`config.mk`:
```
export PLATFORM = sky130hd
export DESIGN_NAME = decode_hazard_ctrl
export DESIGN_NICKNAME = d
export VERILOG_FILES = /design/src/rtl/decode_hazard_ctrl.sv
export SDC_FILE = /design/constraint.sdc
export NUM_CORES = 1
export LEC_CHECK = 0
export ABC_AREA = 1
export ABC_CLOCK_PERIOD_IN_PS = 2600
export CAP_MARGIN = 30
export CORE_MARGIN = 3
export CORE_UTILIZATION = 49
export CTS_CLUSTER_SIZE = 12
export DETAILED_ROUTE_END_ITERATION = 8
export DONT_BUFFER_PORTS = 1
export GPL_TIMING_DRIVEN = 0
export PLACE_DENSITY = 0.66
export SLEW_MARGIN = 0
export SYNTH_ARGS = -nofsm -noshare
export SYNTH_HDL_FRONTEND = slang
export SYNTH_SLANG_ARGS = --single-unit
```
`constraint.sdc`:
```
create_clock -name clk -period 2.6 [get_ports clk]
set_clock_uncertainty 0.2 [all_clocks]
set_input_delay 0.13 -clock clk [delete_from_list [all_inputs] [get_ports clk]]
set_output_delay 0.13 -clock clk [all_outputs]
set_load 0.05 [all_outputs]
```
`src/rtl/decode_hazard_ctrl.sv`:
```
// decode_hazard_ctrl: register scoreboard and issue/drain controller for decode; WB_BYPASS_EN enables writeback-to-decode forwarding
module decode_hazard_ctrl #(
  parameter int NUM_REGS    = 8,
  parameter int ADDR_W      = 3,
  parameter int CNT_W       = 2,
  parameter int STALL_CNT_W = 16
) (
  input  logic                   clk,
  input  logic                   rst,
  input  logic                   id_valid,
  input  logic                   id_use1,
  input  logic [ADDR_W-1:0]      id_rsrc1,
  input  logic                   id_use2,
  input  logic [ADDR_W-1:0]      id_rsrc2,
  input  logic                   id_wr,
  input  logic [ADDR_W-1:0]      id_rdst,
  input  logic                   ex_ready,
  input  logic                   flush,
  input  logic                   wb_valid,
  input  logic [ADDR_W-1:0]      wb_rdst,
  input  logic                   drain_req,
  output logic                   stall,
  output logic                   issue,
  output logic                   drain_ack,
  output logic [NUM_REGS-1:0]    busy_mask,
  output logic [STALL_CNT_W-1:0] stall_cnt,
  output logic                   sb_err
);
  localparam logic [CNT_W-1:0] ONE = CNT_W'(1);
  typedef enum logic [1:0] {RUN, DRAIN, DRAINED} state_t;
  state_t                r_state, w_state_nxt;
  logic [CNT_W-1:0]      r_pend [NUM_REGS];
  logic [CNT_W-1:0]      w_pend_nxt [NUM_REGS];
  logic [NUM_REGS-1:0]   w_inc, w_dec, w_busy_nxt;
  logic                  w_fwd1, w_fwd2, w_raw, w_sat, w_block, w_wb_err, w_all_zero;
  logic                  r_drain_ack, r_sb_err;
  logic [NUM_REGS-1:0]   r_busy_mask;
  logic [STALL_CNT_W-1:0] r_stall_cnt;
`ifdef WB_BYPASS_EN
  assign w_fwd1 = wb_valid && wb_rdst == id_rsrc1 && r_pend[id_rsrc1] == ONE;
  assign w_fwd2 = wb_valid && wb_rdst == id_rsrc2 && r_pend[id_rsrc2] == ONE;
`else
  assign w_fwd1 = 1'b0;
  assign w_fwd2 = 1'b0;
`endif
  // Hazards look at pre-update counts; drain_req blocks in its own request cycle
  assign w_raw   = (id_use1 && r_pend[id_rsrc1] != '0 && !w_fwd1) ||
                   (id_use2 && r_pend[id_rsrc2] != '0 && !w_fwd2);
  assign w_sat   = id_wr && r_pend[id_rdst] == '1;
  assign w_block = w_raw || w_sat || !ex_ready || r_state != RUN || drain_req;
  assign issue   = id_valid && !flush && !w_block;
  assign stall   = id_valid && !flush && w_block;
  assign w_inc   = (issue && id_wr) ? NUM_REGS'(1) << id_rdst : '0;
  assign w_dec   = wb_valid ? NUM_REGS'(1) << wb_rdst : '0;
  // A retire into an empty counter is an error unless an issue to the same register cancels it
  assign w_wb_err   = wb_valid && r_pend[wb_rdst] == '0 && !w_inc[wb_rdst];
  assign w_all_zero = w_busy_nxt == '0;
  // Per-register next count: paired inc/dec cancel, decrement floors at zero
  always_comb begin
    w_busy_nxt = '0;
    for (int i = 0; i < NUM_REGS; i++) begin
      w_pend_nxt[i] = (w_inc[i] == w_dec[i]) ? r_pend[i] :
                      w_inc[i] ? r_pend[i] + ONE :
                      (r_pend[i] == '0) ? r_pend[i] : r_pend[i] - ONE;
      w_busy_nxt[i] = w_pend_nxt[i] != '0;
    end
  end
  // Drain FSM next state; completion is judged on post-update counts
  always_comb begin
    w_state_nxt = r_state;
    case (r_state)
      RUN:     w_state_nxt = drain_req ? DRAIN : RUN;
      DRAIN:   w_state_nxt = !drain_req ? RUN : (w_all_zero ? DRAINED : DRAIN);
      DRAINED: w_state_nxt = drain_req ? DRAINED : RUN;
      default: w_state_nxt = RUN;
    endcase
  end
  // Drain FSM state register
  always_ff @(posedge clk or negedge rst) begin
    if (!rst) r_state <= RUN;
    else      r_state <= w_state_nxt;
  end
  // Pending-write counters
  always_ff @(posedge clk or negedge rst) begin
    if (!rst) for (int i = 0; i < NUM_REGS; i++) r_pend[i] <= '0;
    else      r_pend <= w_pend_nxt;
  end
  // Registered status outputs
  always_ff @(posedge clk or negedge rst) begin
    if (!rst) begin
      r_drain_ack <= 1'b0;
      r_busy_mask <= '0;
      r_stall_cnt <= '0;
      r_sb_err    <= 1'b0;
    end else begin
      r_drain_ack <= w_state_nxt == DRAINED;
      r_busy_mask <= w_busy_nxt;
      r_stall_cnt <= (stall && r_stall_cnt != '1) ? r_stall_cnt + STALL_CNT_W'(1) : r_stall_cnt;
      r_sb_err    <= r_sb_err || w_wb_err;
    end
  end
  assign drain_ack = r_drain_ack;
  assign busy_mask = r_busy_mask;
  assign stall_cnt = r_stall_cnt;
  assign sb_err    = r_sb_err;
endmodule

```
**After elaboration in Yosys (flattened, before gate mapping)**

Index checks and enable logic that the tools add are counted.

- Output and inout bits: 28
- Input bits: 22
- Register bits after elaboration: 44
- Word-level logic and storage cells: 141

- Bitwise operators: 4
- $lt $le $gt $ge: 5
- Muxes and demuxes: 45
- Add/subtract/negate cells: 17
- Shifts and indexed selects: 2
- Equality and inequality tests: 13
- Reduce and logical (&&, ||, !) cells: 42

Operator list:

| operator | number |
|---|---|
| two-way mux 2 bit | 35 |
| binary-select mux 2 bit (select 3 bit) | 4 |
| nonzero test 2 bit | 11 |
| logical NOT 2 bit | 10 |
| adder 16 x 1 -> 16 bit (second input constant) | 1 |
| adder 2 x 1 -> 2 bit (second input constant) | 8 |
| greater-or-equal comparator 4 bit (second input constant) | 4 |
| two-way mux 8 bit | 2 |
| inequality test 16 bit (second input constant) | 1 |
| inverter 3 -> 4 bit | 4 |
| << shifter 1 x 3 -> 8 bit (first input constant) | 2 |
| subtractor 2 x 1 -> 2 bit (second input constant) | 8 |
| logical AND 1 bit | 10 |
| equality test 1 bit | 8 |
| logical NOT 8 bit | 1 |
| equality test 2 bit (second input constant) | 3 |
| logical OR 1 bit | 6 |
| case mux 2 bit (3 select lines) | 1 |
| logical NOT 1 bit | 4 |
| < comparator 3 x 4 -> 1 bit (second input constant) | 1 |
| binary-select mux 1 bit (select 3 bit) | 1 |
| equality test 2 x 1 -> 1 bit (second input constant) | 1 |
| two-way mux 1 bit | 2 |

**Longest topological paths before layout**

Gate-level depths: netlist (run 1).

- Word-level depth: 23
- Mapped depth: 21
- Depth with buffers taken out: 21

**Least setup slack after synthesis (run 1)**

Ideal clock, no wire load.

- Kind: register to register
- From: register r_pend[4] (netlist bit)
- To: register r_stall_cnt[15] (netlist: stall_cnt[15])
- Arrival: 2646 ps
- Buffers on the path: 0
- Required time: 2259 ps
- Clock period less this slack: 2987 ps
- Stages on the path, launching flop included: 17
- Library setup time: 141 ps
- Slack: -387 ps
- Path through: dfrtp_1 nand2_1 nand2_1 nand2_1 nand2_1 nand2_1 nand2_1 nand3_2 nand2_2 nor2_4 nor2_1 nand2_1 nor3_2 nand2_1 nor2_1 nand3_1 xnor2_1

- Longest elaborated chain between the ends: 12
- Elaborated cells on any way between the ends: 22
- Classes of those cells: eq/ne (1); mux (9); reduce/logical (12)

Ends and longest elaborated chain:

| item | RTL line | text |
|---|---|---|
| start: declaration | 32 | `logic [CNT_W-1:0] r_pend [NUM_REGS];` |
| start signal: assignment | 86 | `else r_pend <= w_pend_nxt;` |
| binary-select mux 2 bit (select 3 bit) (on tied branches) | 47, 48 |  |
| two-way mux 2 bit (on tied branches) (2 in a row) | 47, 48 |  |
| nonzero test 2 bit (on tied branches) | 47, 48 |  |
| logical AND 1 bit (on tied branches) | 47, 48 |  |
| logical OR 1 bit | 47 | `assign w_raw = (id_use1 && r_pend[id_rsrc1] != '0 && !w_fwd1) \|\|` |
| logical OR 1 bit * (4 in a row) | 50 | `assign w_block = w_raw \|\| w_sat \|\| !ex_ready \|\| r_state != RUN \|\| drain_req;` |
| logical AND 1 bit * | 52 | `assign stall = id_valid && !flush && w_block;` |
| net stall | 22 | `output logic stall,` |
| logical AND 1 bit * | 98 | `r_stall_cnt <= (stall && r_stall_cnt != '1) ? r_stall_cnt + STALL_CNT_W'(1) : r_stall_cnt;` |
| end signal: assignment | 98 |  |
| end: declaration | 38 | `logic [STALL_CNT_W-1:0] r_stall_cnt;` |

The timed path passes the listed nets; every way through them passes the cells marked *. The select of a mux whose other input is x is not followed.
A chain may end at the register's enable or synchronous reset.

==> flow_summary.yaml, run 1 <==
global_route:
  grt_usage_pct: 21.9
  antenna_found_initial: 0
  grt_pass1_wl_um: 13000
  grt_max_degree: 45
  grt_remaining_overflow: 0
  grt_pass1_vias: 2835
critical_path:
  arrival_ns: 2.68
  cp_top_family: "simple AND/OR/NAND/NOR gates"
  path_class: "reg -> reg"
  crit_chain: "nor2_4 > nand2_1 > nand3_1 > nand3b_1 > nand3_2 > nand2_4 > nor3_4 > buf_12 > buf_8 > nand4_2 > nand3_1 > nand3_2 > nor2_4 > nand2_2 > nor2_4 > nand2_1 > nand3_1 > nand2_1"
  crit_path_top_delay_cell: "dfrtp_2"
  crit_buf_inv: 2
  endpoint_kind: "flop"
  cpPeakStageDelay_ns: 0.46
  worstPathRequired_ns: 2.59
  cp_max_fo: 7
  critPathLaunchType: "flop"
floorplanning:
  row_count: 28
  die-area_um2: 7380
  core_um2: 6060
  initial_core_util_pct: 51.6
  ios: 50
  die_h_um: 85.9
  dieWidth_um: 85.9
synth:
  yosys.cell_types.count: 28
  synth_edf_count: 0
  yosysMostFrequentCell: "nand2_1"
  synth_top_area_cell: "dfrtp_1"
  synth_area_um2: 3130
  async_reset_ff_share_pct: 100
  synth_area_leaders: "dfrtp_1, nand2_1, nand3_1"
  ys_seq_elements: 44
  syn_avg_cell_area_um2: 6.84
  yosysWarnings: 0
  synth_ff_type: "dfrtp_1"
  synth_nets: 496
  synth-seq-area-share_pct: 35.2
  yosysTopAreaCellShare_pct: 35.2
  synthCells: 457
  synth_commonest_cells: "nand2_1, nor2_1, inv_1"
placed_design:
  gp_congestion: 0.928
  dpl_cell_area_um2: 3230
  port_buffers: 0
  hpwlAfterDp_um: 5760
clocking:
  htree_levels: 2
  cts_made_buffers: 5
  clock_latency_ns: 0.29
  cts_tree: "yes"
  cts.sinks: 44
  clockBufferDepth: 2
  clockRootBuffer: "clkbuf_8"
  path_clk_slew_ns: 0.08
routing:
  drt_first_pass_iters: 5
  wire_per_inst_um: 14.1
  viasPerCell: 5.38
  drtAntennaViolNets: 0
  drt-initial-drc-count: 171
  drc: 0
  vias: 3112
  drt_wl_total_um: 8140
final_layout:
  area_delta_synth_final_pct: 25.8
  final_cell_area_um2: 3940
  nNetsFinal: 541
  drive_gt1_share_pct: 24.7
  diodes: 0
  fillerInstances: 565
power:
  switchingPower_mw: 0.567
  p_seq_share_pct: 59.3
  pwr-share-comb_pct: 14.3
  internal_power_mw: 1.00
  irDropWorstVdd_v: 0.000473
  p_sw_share_pct: 36.1
  p_clk_share_pct: 26.4
  power_density_nw_per_um2: 399
  p_leak_nw: 2.18
outcome:
  status: "finished, violations left"
  violations: "negative setup slack"
timing:
  finalCritPeriodShare_pct: 103
  slew_headroom_pct: 59.4
  fin_hold_ws_ns: 0.00513
  layout_setup_ws_ns: -0.0899
  finalHoldViolCount: 0
  rsz0062_at_grt: "yes"
  setup_viol: 4
  final_max_slew_viol_count: 0
  tightestPinTransition_ns: 0.609
  fmax_ghz: 0.372
  fin_crit_ns: 2.69
flow_run:
  drv_cap: 0
worst_hold_path:
  min_path_type: "in -> reg"
[per-layer routing]
| metal | routed length [um] | share of wire [%] | GRT usage [%] | vias to the layer above |
|---|---|---|---|---|
| li1 | - | - | - | 1550 |
| met1 | 3670 | 45 | 29.8 | 1464 |
| met2 | 4030 | 49 | 37.6 | 94 |
| met3 | 411 | 5.0 | 3.27 | 4 |
| met4 | 28 | 0.34 | 2.88 | 0 |
| met5 | 0 | 0 | 0 | - |
[area by class of cell]
type / instances / area (um2) / share of cell area (%)
buffer: 7 / 55.1 / 1.40
clock buffer: 5 / 68.8 / 1.75
clock inverter: 3 / 18.8 / 0.477
inverter: 55 / 206 / 5.24
multi-input combinational: 351 / 2030 / 51.5
sequential: 44 / 1120 / 28.5
tap: 75 / 93.8 / 2.38
timing repair buffer: 38 / 344 / 8.74
[metrics by stage]
stage          instances  power, mW  TNS [ns]  worst slack (ns)  util, %
5_1_grt              578       1.65     -2.11            -0.294     64.9
6_report             578       1.57    -0.275           -0.0899     64.9
4_1_cts              565       1.57    -0.178           -0.0742     61.1
3_5_place_dp         532       1.12     -2.25            -0.501     53.3
2_1_floorplan        457       1.07         0             0.146        -
3_3_place_gp         532       1.11     -2.47            -0.502     53.3
[worst min-delay path, stage by stage]
cell and delay [ns]:
o21ai_0 0.04, o21ai_0 0.09, nand2_1 0.06, a31o_2 0.14
[cells by family (layout without fill, tap and decap cells)]
family | count (synthesis) | in the layout | synth area share, %
xor+xnor | 15 | 15 | 4.20
buf+inv | 62 | 108 | 8.04
simple gates | 309 | 309 | 43.8
compound gates | 10 | 10 | 2.00
flops | 44 | 44 | 35.2
fa+ha+maj | 17 | 17 | 6.80
[power by group through the flow]
stage          clock network, mW  registers (mW)  logic, mW
5_1_grt                    0.452           0.940      0.257
6_report                   0.415           0.932      0.225
3_3_place_gp                   0           0.947      0.166
2_1_floorplan                  0           0.929      0.141
3_5_place_dp                   0           0.948      0.169
4_1_cts                    0.427           0.934      0.210
[sequential cells by signal, summed over array words and instances (netlist names)]
| register | cells |
|---|---|
| r_pend | 16 |
| stall_cnt | 16 |
| busy_mask | 8 |
| r_state | 2 |
| drain_ack | 1 |
| sb_err | 1 |
[final timing paths]
check / slack, ns / startpoint / cells after the start / end
worst min-delay path: 0.005 / wb_rdst[1] / 4 / sb_err$_DFF_PN0_
worst min register to register: 0.43 / r_state[1]$_DFF_PN0_ / 3 / r_state[0]$_DFF_PN0_
min in group asynchronous: 0.18 / rst / 2 / stall_cnt[2]$_DFFE_PN0P_
worst max register to register: -0.09 / r_pend[11]$_DFF_PN0_ / 18 / r_state[0]$_DFF_PN0_
max in group asynchronous: 1.79 / rst / 2 / r_pend[5]$_DFF_PN0_
worst max-delay path: -0.09 / r_pend[11]$_DFF_PN0_ / 18 / r_state[0]$_DFF_PN0_
[placed cells by master (no fill, tap or decap), types with 2 or more instances in the layout]
cell type and n:
nand4_2 3, nor2_1 44, clkinv_2 2, nand2_1 141, o22ai_1 2, dfrtp_2 18, xnor2_1 7, clkbuf_1 2
dlygate4sd3_1 6, dfrtp_1 26, nor3_4 2, ha_1 17, nand3_1 39, xor2_1 7, nand2_2 16, buf_2 2
nand3_2 9, nand2_4 3, nand3b_1 2, nand3_4 2, clkbuf_8 5, nor2_2 8, inv_1 54, nand4_1 24
buf_6 5, buf_4 27, nor2_4 14, o21ai_0 4
[repair_timing]
action	4_1_cts	5_1_grt
endpoints found under the setup margin	17	22
gates cloned	1	0
hold endpoints to repair	48	0
gates resized for setup	51	38
hold buffers	7	0
buffers inserted	17	13
pin swaps	18	34
No activity file was read; power rests on OpenSTA's default activity.
==> run 2: changes to the inputs <==
--- a/config.mk
+++ b/config.mk
@@ -9,12 +9,12 @@
 export ABC_CLOCK_PERIOD_IN_PS = 2600
 export CAP_MARGIN = 30
 export CORE_MARGIN = 3
-export CORE_UTILIZATION = 49
+export CORE_UTILIZATION = 58
 export CTS_CLUSTER_SIZE = 12
 export DETAILED_ROUTE_END_ITERATION = 8
 export DONT_BUFFER_PORTS = 1
 export GPL_TIMING_DRIVEN = 0
-export PLACE_DENSITY = 0.66
+export PLACE_DENSITY = 0.76
 export SLEW_MARGIN = 0
 export SYNTH_ARGS = -nofsm -noshare
 export SYNTH_HDL_FRONTEND = slang
==> run 2 against run 1 <==
The flow still finishes with violations (negative setup slack). Sequential cell count unchanged. Global-route usage increased by 5.8 points. Clock-buffer cell count unchanged. Register-to-register slack got worse by 0.04 ns. Fmax decreased by 1.3%. Wire length increased by 11%. Critical endpoint unchanged. Highest routed layer unchanged.
==> flow_summary.yaml, run 2 (synthesized netlist as in run 1, its figures left out) <==
timing:
  rsz0062_at_grt: "yes"
  fin_crit_ns: 2.73
  layout_setup_ws_ns: -0.126
  tightestPinTransition_ns: 0.590
  finalCritPeriodShare_pct: 105
  fin_hold_ws_ns: 0.0180
  fin_setup_tns_ns: -0.431
  finalHoldViolCount: 0
  fmax_ghz: 0.367
  setup_viol: 4
  final_max_slew_viol_count: 0
  slew_headroom_pct: 60.7
floorplanning:
  die-area_um2: 6310
  row_count: 26
  ios: 50
  die_h_um: 79.4
  core_um2: 5170
  dieWidth_um: 79.4
  initial_core_util_pct: 60.5
placed_design:
  dpl_cell_area_um2: 3220
  place_ws_ns: -0.506
  hpwlAfterDp_um: 5540
  gp_congestion: 0.927
  place_inst: 527
  port_buffers: 0
clocking:
  clockRootBuffer: "clkbuf_8"
  clock_latency_ns: 0.31
  cts_made_buffers: 5
  path_clk_slew_ns: 0.11
  cts.sinks: 44
  htree_levels: 2
  clockBufferDepth: 2
  cts_tree: "yes"
worst_hold_path:
  min_path_cells: 5
  hold_path_end: "sb_err$_DFF_PN0_"
  min_path_type: "in -> reg"
  min_from: "wb_rdst[0]"
power:
  internal_power_mw: 1.12
  pwr-share-comb_pct: 13.8
  irDropWorstVdd_v: 0.000359
  p_seq_share_pct: 54.1
  p_sw_share_pct: 36.0
  finalPower_mw: 1.75
  power_density_nw_per_um2: 424
  p_leak_nw: 2.26
  switchingPower_mw: 0.629
  p_clk_share_pct: 32.1
critical_path:
  rr_startpoint: "r_pend[7]$_DFF_PN0_"
  worstPathRequired_ns: 2.60
  critPathLaunchType: "flop"
  arrival_ns: 2.73
  cp_max_fo: 6
  rrSetupSlack_ns: -0.13
  endpoint_kind: "flop"
  crit_start: "r_pend[7]$_DFF_PN0_"
  r2r-end: "r_state[0]$_DFF_PN0_"
  rr_worst_depth: 18
  path_class: "reg -> reg"
final_layout:
  drive_gt1_share_pct: 29.6
  final_common_cell: "nand2_1"
  fin_cells: 587
  nNetsFinal: 555
  post-route-util_pct: 79.7
  final_cell_area_um2: 4120
  area_delta_synth_final_pct: 31.8
  final_cell_mix: "nand2_1, inv_1, nor2_1, buf_4, nand3_1"
  diodes: 0
routing:
  drtAntennaViolNets: 0
  wire_per_inst_um: 15.4
  drt_wl_total_um: 9040
  vias: 3272
  viasPerCell: 5.57
  drt_first_pass_iters: 5
  drt-initial-drc-count: 269
  drc: 0
flow_run:
  drv_cap: 0
outcome:
  violations: "negative setup slack"
  status: "finished, violations left"
global_route:
  antenna_found_initial: 0
  grt_usage_pct: 27.6
  grt_remaining_overflow: 0
  grt_pass1_vias: 2961
  grt_pass1_wl_um: 13600
  grt_max_degree: 45
run 2: cell types whose count changed in the layout (fill, tap and decap cells not counted), moves of 2 or more:
cell	delta
buf_4	+13
dfrtp_1	-6
dfrtp_2	+6
nand3_2	+4
nor2_1	-4
nand3_1	-3
nor2_4	+3
clkinv_2	-2
run 2: routing by layer:
layer	GRT usage, %	vias to the layer above	part of all wire, %
met5	0	-	0
met4	9.97	0	2.8
met3	4.97	31	6.1
met2	46.5	123	50
met1	35.4	1537	41
li1	-	1581	-
run 2: cell type report:
type	instances	area [um2]
fill	339	1050
clock inverter	3	46.3
buffer	7	60.1
sequential	44	1130
timing repair buffer	52	443
clock buffer	5	68.8
multi-input combinational	351	2080
tap	70	87.6
inverter	55	209
run 2: power groups by stage:
stage	combinational [mW]	clock (mW)	sequential (mW)
3_3_place_gp	0.164	0	0.946
5_1_grt	0.265	0.589	0.953
4_1_cts	0.211	0.566	0.937
3_5_place_dp	0.167	0	0.946
2_1_floorplan	0.141	0	0.929
6_report	0.241	0.561	0.945
run 2: worst max-delay path by stage:
stage	to	slack, ns	cells past startpoint
2_1_floorplan	drain_ack$_DFF_PN0_	0.15	17
6_report	r_state[0]$_DFF_PN0_	-0.13	18
3_3_place_gp	r_state[0]$_DFF_PN0_	-0.46	18
5_1_grt	r_state[0]$_DFF_PN0_	-0.28	18
4_1_cts	r_state[0]$_DFF_PN0_	-0.07	18
3_5_place_dp	r_state[0]$_DFF_PN0_	-0.51	18
run 2: worst max-delay path, cell delays in order (launching register included):
cell and delay [ns]:
dfrtp_2 0.45, nor2_4 0.16, nand2_1 0.06, nand3_1 0.08, nand3_1 0.09, nand3_2 0.12
nand2_4 0.08, nor3_4 0.16, buf_6 0.15, buf_6 0.13, nand4_1 0.12, nand3_1 0.11
nand2_1 0.08, nor2_2 0.19, nand2_2 0.09, nor2_4 0.15, nand2_1 0.07, nand3_1 0.06
nand2_1 0.05
run 2: what timing repair did:
action                     4_1_cts  5_1_grt
cloned                           1        0
gates resized for setup         53       60
hold buffers                     8        0
pin swaps                       13       36
setup endpoints to repair       24       22
setup buffers                   23       20
hold endpoints to repair        51        0
==> run 3: changes to the inputs <==
--- a/config.mk
+++ b/config.mk
@@ -9,12 +9,12 @@
 export ABC_CLOCK_PERIOD_IN_PS = 2600
 export CAP_MARGIN = 30
 export CORE_MARGIN = 3
-export CORE_UTILIZATION = 58
+export CORE_UTILIZATION = 45
 export CTS_CLUSTER_SIZE = 12
 export DETAILED_ROUTE_END_ITERATION = 8
 export DONT_BUFFER_PORTS = 1
 export GPL_TIMING_DRIVEN = 0
-export PLACE_DENSITY = 0.76
+export SETUP_SLACK_MARGIN = 0.05
 export SLEW_MARGIN = 0
 export SYNTH_ARGS = -nofsm -noshare
 export SYNTH_HDL_FRONTEND = slang
==> run 3 against run 2 <==
Power down 1.1%. Non-clock buffer count down 5. Largest power group unchanged. Die area up 27%. Final cell count up 0.34%. Global-route usage down 4.5 points. The run still ends with negative setup slack left. Clock-buffer cell count unchanged. Via count down 6.3%. Wire length down 5.0%. Largest cell class unchanged. Clock power down 3%. Design area down 0.46%.
==> flow_summary.yaml, run 3 (synthesized netlist as in run 1, its figures left out) <==
clocking:
  clock_latency_ns: 0.30
  clockBufferDepth: 2
  cts.sinks: 44
  cts_made_buffers: 5
  path_clk_slew_ns: 0.09
  htree_levels: 2
  clockRootBuffer: "clkbuf_8"
  cts_tree: "yes"
routing:
  vias: 3067
  wire_per_inst_um: 14.6
  drtAntennaViolNets: 0
  drc: 0
  drt_first_pass_iters: 4
  drt-initial-drc-count: 190
  drt_wl_total_um: 8590
  viasPerCell: 5.21
placed_design:
  place_ws_ns: -0.623
  place_inst: 534
  dpl_cell_area_um2: 3230
  port_buffers: 0
  gp_congestion: 0.923
  hpwlAfterDp_um: 5910
critical_path:
  endpoint_kind: "flop"
  rr_startpoint: "r_pend[7]$_DFF_PN0_"
  worstPathRequired_ns: 2.60
  arrival_ns: 2.69
  crit_start: "r_pend[7]$_DFF_PN0_"
  critPathLaunchType: "flop"
  cp_max_fo: 6
  rr_worst_depth: 18
  path_class: "reg -> reg"
  rrSetupSlack_ns: -0.1
floorplanning:
  ios: 50
  initial_core_util_pct: 47.9
  row_count: 29
  dieWidth_um: 89.4
  die-area_um2: 7990
  die_h_um: 89.4
  core_um2: 6530
global_route:
  grt_pass1_wl_um: 14200
  grt_remaining_overflow: 0
  grt_usage_pct: 23.1
  busiest_layer: "met2"
  use_met2_pct: 37.9
  antenna_found_initial: 0
  grt_max_degree: 45
  grt_pass1_vias: 3063
  grt_util_met3_pct: 4.79
  use_met1_pct: 30.5
final_layout:
  area_delta_synth_final_pct: 31.2
  final_cell_area_um2: 4100
  diodes: 0
  seq_area_um2: 1130
  multi_input_area_um2: 2060
  fin_cells: 589
  nNetsFinal: 550
  final_cell_mix: "nand2_1, inv_1, nand3_1, nor2_1, buf_4"
  drive_gt1_share_pct: 27.9
  fillerInstances: 595
  final_common_cell: "nand2_1"
  post-route-util_pct: 62.8
power:
  pwr-share-comb_pct: 13.9
  switchingPower_mw: 0.608
  p_sw_share_pct: 35.2
  irDropWorstVdd_v: 0.000270
  p_seq_share_pct: 54.6
  p_leak_nw: 2.22
  internal_power_mw: 1.12
  p_clk_share_pct: 31.4
  power_density_nw_per_um2: 421
  finalPower_mw: 1.73
timing:
  tightestPinTransition_ns: 0.600
  final_max_slew_viol_count: 0
  fin_crit_ns: 2.70
  fin_setup_tns_ns: -0.294
  fin_hold_ws_ns: 0.0329
  setup_viol: 4
  finalHoldViolCount: 0
  layout_setup_ws_ns: -0.0967
  rsz0062_at_grt: "yes"
  slew_headroom_pct: 60.0
  finalCritPeriodShare_pct: 104
  fmax_ghz: 0.371
outcome:
  status: "finished, violations left"
  violations: "negative setup slack"
flow_run:
  drv_cap: 0
worst_hold_path:
  min_path_cells: 5
  min_path_type: "in -> reg"
  min_from: "wb_rdst[0]"
run 3: area by class of cell:
class                      count  area share, %
multi-input combinational    351           50.3
sequential                    44           27.6
timing repair buffer          47           10.5
inverter                      55           5.03
tap                           77           2.35
clock buffer                   5           1.68
buffer                         7           1.46
clock inverter                 3           1.13
run 3: worst max-delay path, cell delays in order (launching register included):
cell and delay (ns):
dfrtp_2 0.45, nor2_4 0.17, nand2_1 0.07, nand3_1 0.08
nand3_1 0.10, nand3_2 0.13, nand2_4 0.08, nor2_4 0.18
nand4_1 0.23, nand2_1 0.20, nand2_1 0.08, nand2_1 0.07
nand2_1 0.07, nor2_2 0.12, nand2_1 0.07, nor2_2 0.13
nand2_1 0.06, nand3_1 0.06, nand2_1 0.05
run 3: final timing paths:
kind / to
worst max-delay path: r_state[0]$_DFF_PN0_
worst min-delay path: sb_err$_DFF_PN0_
worst max register to register: r_state[0]$_DFF_PN0_
worst min register to register: r_state[0]$_DFF_PN0_
max in group asynchronous: r_pend[6]$_DFF_PN0_
min in group asynchronous: stall_cnt[3]$_DFFE_PN0P_
run 3: timing repair:
action	CTS	global route
pin swaps	31	13
resized for setup	70	46
hold endpoints to repair	49	0
buffers inserted	33	5
gates cloned	1	0
endpoints found under the setup margin	33	26
hold buffers	8	0
run 3: power by group through the flow:
stage / logic [mW] / registers [mW] / clock network [mW]
6_report: 0.241 / 0.944 / 0.544
5_1_grt: 0.268 / 0.956 / 0.591
4_1_cts: 0.225 / 0.934 / 0.565
3_5_place_dp: 0.172 / 0.947 / 0
3_3_place_gp: 0.167 / 0.946 / 0
2_1_floorplan: 0.141 / 0.929 / 0
run 3: per-layer routing:
layer,vias up,share of wire (%)
met5,-,0
met4,0,1.9
met3,11,5.5
met2,77,49
met1,1418,44
li1,1561,-
